`config.mk`:
```
export PLATFORM = sky130hd
export DESIGN_NAME = cur_chroma_load_ctrl_flat
export DESIGN_NICKNAME = d
export VERILOG_FILES = /design/src/rtl/cur_chroma_load_ctrl_if.sv /design/src/rtl/cur_chroma_load_ctrl.sv /design/src/flat_wrapper.sv
export SDC_FILE = /design/constraint.sdc
export NUM_CORES = 1
export LEC_CHECK = 0
export ABC_CLOCK_PERIOD_IN_PS = 2500
export CORE_AREA = 2 2 204 206
export CTS_CLUSTER_DIAMETER = 50
export CTS_CLUSTER_SIZE = 30
export DETAILED_ROUTE_END_ITERATION = 8
export DIE_AREA = 0 0 206 208
export PLACE_DENSITY_LB_ADDON = 0.15
export SETUP_SLACK_MARGIN = 0.1
export SLEW_MARGIN = 40
export SYNTH_ARGS = -nofsm -noshare
export SYNTH_HDL_FRONTEND = slang
export SYNTH_SLANG_ARGS = --single-unit
```
`constraint.sdc`:
```
create_clock -name clk -period 2.5 [get_ports clk]
set_clock_uncertainty 0.05 [all_clocks]
set_input_delay 0.5 -clock clk [delete_from_list [all_inputs] [get_ports clk]]
set_output_delay 0.5 -clock clk [all_outputs]
set_load 0.01 [all_outputs]
```
`src/rtl/cur_chroma_load_ctrl_if.sv`:
```
// cur_chroma_load_ctrl_if: bus read channel plus chroma buffer ext_load write port.
interface cur_chroma_load_ctrl_if #(parameter int DATA_W = 256, parameter int ADDR_W = 6);
  logic [DATA_W-1:0] bus_data;
  logic              bus_valid;
  logic              bus_ready;
  logic              ext_load_valid;
  logic [ADDR_W-1:0] ext_load_addr;
  logic [DATA_W-1:0] ext_load_data;
  logic              ext_load_done;
  modport slave (
    input  bus_data, bus_valid,
    output bus_ready, ext_load_valid, ext_load_addr, ext_load_data, ext_load_done
  );
  modport master (
    output bus_data, bus_valid,
    input  bus_ready, ext_load_valid, ext_load_addr, ext_load_data, ext_load_done
  );
endinterface

```
`src/rtl/cur_chroma_load_ctrl.sv`:
```
// cur_chroma_load_ctrl: sequences one LCU chroma load into the triple buffer.
// Optional load cycle counter output under CUR_CHROMA_LOAD_CYC_EN.
module cur_chroma_load_ctrl #(
  parameter int DATA_W     = 256,
  parameter int LOAD_WORDS = 64,
  parameter int ADDR_W     = 6
) (
  input  logic       clk,
  input  logic       rstn,
  input  logic       sysif_start_i,
  cur_chroma_load_ctrl_if.slave bus,
  output logic       load_busy_o,
  output logic [1:0] rotate_o,
`ifdef CUR_CHROMA_LOAD_CYC_EN
  output logic [15:0] load_cycles_o,
`endif
  output logic       overrun_o
);
  typedef enum logic [1:0] {IDLE, LOAD, DONE} state_t;
  localparam logic [ADDR_W:0] LAST = (ADDR_W+1)'(LOAD_WORDS - 1);
  state_t            r_state, w_next;
  logic [ADDR_W:0]   r_cnt;
  logic [1:0]        r_rot;
  logic              r_ovr, r_valid, r_done;
  logic [ADDR_W-1:0] r_addr;
  logic [DATA_W-1:0] r_data;
  logic              w_load, w_acc, w_last, w_abort;
  always_ff @(posedge clk or negedge rstn)
    if (!rstn) r_state <= IDLE;
    else r_state <= w_next;
  always_comb begin
    w_load  = r_state == LOAD;
    w_acc   = bus.bus_valid && w_load;
    w_last  = w_acc && r_cnt == LAST;
    w_abort = sysif_start_i && w_load && !w_last;
    w_next  = (sysif_start_i || (w_load && !w_last)) ? LOAD : w_last ? DONE : IDLE;
  end
  // a start aborting a load also discards any beat accepted alongside it
  always_ff @(posedge clk or negedge rstn)
    if (!rstn) begin
      r_cnt   <= '0;
      r_rot   <= '0;
      r_ovr   <= 1'b0;
      r_valid <= 1'b0;
      r_done  <= 1'b0;
      r_addr  <= '0;
      r_data  <= '0;
    end else begin
      r_cnt   <= sysif_start_i ? '0 : r_cnt + (ADDR_W+1)'(w_acc);
      r_rot   <= sysif_start_i ? (r_rot == 2'd2 ? 2'd0 : r_rot + 2'd1) : r_rot;
      r_ovr   <= r_ovr | w_abort;
      r_valid <= w_acc && !w_abort;
      r_done  <= w_last;
      if (w_acc && !w_abort) begin
        r_addr <= r_cnt[ADDR_W-1:0];
        r_data <= bus.bus_data;
      end
    end
`ifdef CUR_CHROMA_LOAD_CYC_EN
  logic [15:0] r_cyc, r_cyc_q, w_cyc_inc;
  assign w_cyc_inc = r_cyc == 16'hFFFF ? r_cyc : r_cyc + 16'd1;
  // latch on the final beat so the value is valid together with done
  always_ff @(posedge clk or negedge rstn)
    if (!rstn) begin
      r_cyc   <= '0;
      r_cyc_q <= '0;
    end else begin
      r_cyc <= sysif_start_i ? 16'd0 : w_load ? w_cyc_inc : r_cyc;
      if (w_last) r_cyc_q <= w_cyc_inc;
    end
  assign load_cycles_o = r_cyc_q;
`endif
  assign bus.bus_ready      = w_load;
  assign bus.ext_load_valid = r_valid;
  assign bus.ext_load_addr  = r_addr;
  assign bus.ext_load_data  = r_data;
  assign bus.ext_load_done  = r_done;
  assign load_busy_o        = w_load;
  assign rotate_o           = r_rot;
  assign overrun_o          = r_ovr;
endmodule

```
`src/flat_wrapper.sv`:
```
// flat-port wrapper written by rule: the top's interface ports become plain ports
module cur_chroma_load_ctrl_flat 
#(
  parameter int DATA_W     = 256,
  parameter int LOAD_WORDS = 64,
  parameter int ADDR_W     = 6
)
  (clk, rstn, sysif_start_i, load_busy_o, rotate_o, overrun_o, bus_bus_data, bus_bus_valid, bus_bus_ready, bus_ext_load_valid, bus_ext_load_addr, bus_ext_load_data, bus_ext_load_done);
  cur_chroma_load_ctrl_if #(.DATA_W(DATA_W), .ADDR_W(ADDR_W)) bus_i ();
  input  logic clk;
  input  logic rstn;
  input  logic sysif_start_i;
  output logic load_busy_o;
  output logic [1:0] rotate_o;
  output logic overrun_o;
  input wire logic [$bits(bus_i.bus_data)-1:0] bus_bus_data;
  input wire logic [$bits(bus_i.bus_valid)-1:0] bus_bus_valid;
  output wire logic [$bits(bus_i.bus_ready)-1:0] bus_bus_ready;
  output wire logic [$bits(bus_i.ext_load_valid)-1:0] bus_ext_load_valid;
  output wire logic [$bits(bus_i.ext_load_addr)-1:0] bus_ext_load_addr;
  output wire logic [$bits(bus_i.ext_load_data)-1:0] bus_ext_load_data;
  output wire logic [$bits(bus_i.ext_load_done)-1:0] bus_ext_load_done;
  assign bus_i.bus_data = bus_bus_data;
  assign bus_i.bus_valid = bus_bus_valid;
  assign bus_bus_ready = bus_i.bus_ready;
  assign bus_ext_load_valid = bus_i.ext_load_valid;
  assign bus_ext_load_addr = bus_i.ext_load_addr;
  assign bus_ext_load_data = bus_i.ext_load_data;
  assign bus_ext_load_done = bus_i.ext_load_done;
  cur_chroma_load_ctrl #(.DATA_W(DATA_W), .LOAD_WORDS(LOAD_WORDS), .ADDR_W(ADDR_W)) u_core (.clk(clk), .rstn(rstn), .sysif_start_i(sysif_start_i), .bus(bus_i), .load_busy_o(load_busy_o), .rotate_o(rotate_o), .overrun_o(overrun_o));
endmodule
```
==> metrics.cfg <==
[outcome]
status = finished clean

[routing]
wirelength_um = 34140
drc = 0
drt_iter0_drc = 185
antenna_left = 0
viasPerCell = 4.179
wl_per_cell_um = 19.68
via_count = 7250
drt_first_pass_iters = 4

[floorplan]
start_util = 0.2580
die_h_um = 208
die_w_um = 206
ios = 529
design.core.area_mm2 = 0.04055
core.rowCount = 74
dieArea_mm2 = 0.04285

[clock_tree]
clkTransAtPathRegs_ps = 60
post-cts-setup-buffer-count = 0
clkSinkCount = 276
clockBufferDepth = 3
cts_made_buffers = 39
cts_tree = built
ctsRootBufferMaster = clkbuf_16
insertion_delay_ps = 550
cts_htree_levels = 2

[sta]
drv_slew = 0
setup_viol_count_final = 0
worst_slew_pin_slew_ps = 587.6
whs_ps = 413.8
fin_setup_tns_ps = 0
fmax_mhz = 439.3
finalHoldViolations = 0
rsz0062_at_grt = no
finalCritPeriodShare = 0.9104
timing.final.crit_period_ps = 2276
slew_headroom = 0.6083

[power_and_ir_drop]
comb_power_share = 0.210
peakVddDrop_v = 0.0004398
switching_share = 0.2519
p_per_area_mw_per_mm2 = 806.5
power_leakage_nw = 7.357
power.switching_w = 0.003634
p_int_w = 0.01079
clkPwrFrac = 0.412
power_frac_seq = 0.378

[setup_path]
critPathSlowestCell = clkdlybuf4s50_1
crit_family = buffers and inverters
path_cells = nor2b_2, clkdlybuf4s50_1
cp-end-kind = primary output
cp_data_required_time_ps = 1950
start_kind = register
critPathMaxFanout = 4
worst_path_largest_cell_delay_ps = 580
critPathArrivalTime_ps = 1730
path_class = reg -> out
cp.buffers_inverters = 1

[place]
port-buffer-count = 528
gp_congestion = 0.7771
dp_cells = 1664
place_hpwl_um = 26190
placed_area_mm2 = 0.01647

[yosys]
syn-cell-area_mm2 = 0.01046
synthesis.nets = 871
yosys_warnings = 0
synth.distinct_cells = 34
syn_avg_cell_area_um2 = 17.15
synthCells = 610
ys_seq_area_frac = 0.6602
synth-seq-cells = 276

[global_routing]
grt_pass1_wl_um = 50120
grt_pass1_vias = 7826
antenna_found_initial = 3
globalRouteTotalUtil = 0.1562
grt_max_degree = 65
grt_overflow_total = 0

[layout]
drive_gt1_frac = 0.1521
fin_util = 0.4410
area_delta_synth_final_pct = 70.96
layout_common_cells = 527 x clkdlybuf4s50_1, 276 x dfrtp_1, 175 x mux2_1, 82 x mux2_2, 39 x clkbuf_16
final_area_mm2 = 0.01788
instances_no_fill = 1735
fill_cells = 3794
layout.nets = 1435
n_antenna_cell = 0
layout_commonest_cell = clkdlybuf4s50_1

[worst_hold_path]
hold_path.class = reg -> reg

[run]
maxCapViolations = 0

[Yosys cell counts (all sizes together)]
library cell	n	area [um2]
a21o	1	7.510
a21oi	2	13.76
and2	1	6.260
and3b	1	8.760
and4	1	8.760
buf	31	346.6
clkbuf	2	7.510
dfrtp	276	6907
ha	1	12.51
inv	2	7.510
mux2	257	2894
mux2i	1	10.01
nand2	3	11.26
nand2b	2	12.51
nand3	2	10.01
nand4	1	6.260
nand4b	1	23.77
nor2	6	22.52
nor2b	2	12.51
nor3	1	5.000
o21a	1	7.510
o21ai	3	15.01
o221ai	1	8.760
o32a	4	40.04
or2	1	6.260
or3	1	6.260
xnor2	2	17.52
xor2	3	26.28
[final timing paths]
path	startpoint	end	slack, ps	cells after the start
worst max-delay path	u_core.r_state[1]	bus_bus_ready	220	2
worst min-delay path	u_core.overrun_o	u_core.overrun_o	410	1
worst max register to register	u_core.r_cnt[0]	u_core.bus.ext_load_data[95]	300	6
worst min register to register	u_core.overrun_o	u_core.overrun_o	410	1
max in group asynchronous	rstn	u_core.bus.ext_load_data[74]	1210	3
min in group asynchronous	rstn	u_core.bus.ext_load_data[228]	460	2
[what timing repair did]
item,CTS,global route
gates resized for setup,1,0
hold endpoints to repair,58,0
endpoints found under the setup margin,2,0
hold buffers,1,0
[through the flow]
stage / power [W] / setup WS [ps]
finish: 0.01442 / 223.9
global route: 0.01510 / 139.5
CTS: 0.01472 / 173.3
detailed placement: 0.008614 / 91.53
global placement: 0.008585 / 101.3
floorplan: 0.006459 / 538.6
[metal layers]
layer | share of wire | track usage | vias up
li1 | - | - | 3287
met1 | 0.36 | 0.1648 | 3601
met2 | 0.51 | 0.2773 | 302
met3 | 0.11 | 0.07096 | 54
met4 | 0.022 | 0.04507 | 6
met5 | 0.0010 | 0 | -
[sequential cells by signal (all words and copies together), names as in the netlist]
register / flops
u_core.r_state: 2
u_core.bus.ext_load_valid: 1
u_core.overrun_o: 1
u_core.bus.ext_load_done: 1
u_core.bus.ext_load_addr: 6
u_core.bus.ext_load_data: 256
u_core.rotate_o: 2
u_core.r_cnt: 7
[logic make-up after synthesis]
kind of cell	count (synthesis)	share of synthesized area
DFF	276	0.6602
AOI/OAI and AO/OA	12	0.008851
muxes	258	0.2776
adders and majority gates	1	0.001196
xor gates and xnor gates	5	0.004187
and+or+nand+nor	23	0.01340
buffers and inverters	35	0.03457
[power groups by stage]
stage / Sequential [W] / Combinational, W / Clock, W
floorplan: 0.00581 / 0.000651 / 0
global placement: 0.00551 / 0.00307 / 0
detailed placement: 0.00553 / 0.00309 / 0
CTS: 0.00546 / 0.00310 / 0.00616
global route: 0.00553 / 0.00323 / 0.00634
finish: 0.00545 / 0.00303 / 0.00595
[layout make-up]
class                           count  area, um2  area share
Clock buffer                       41      993.5     0.05555
Clock inverter                     29      405.4     0.02267
Multi-Input combinational cell    299       3203      0.1791
Sequential cell                   276       6907      0.3862
Timing Repair Buffer              556       5703      0.3189
Tap cell                          532      665.6     0.03722
Inverter                            2      7.507   0.0004198
(Power assumes the default switching activity.)
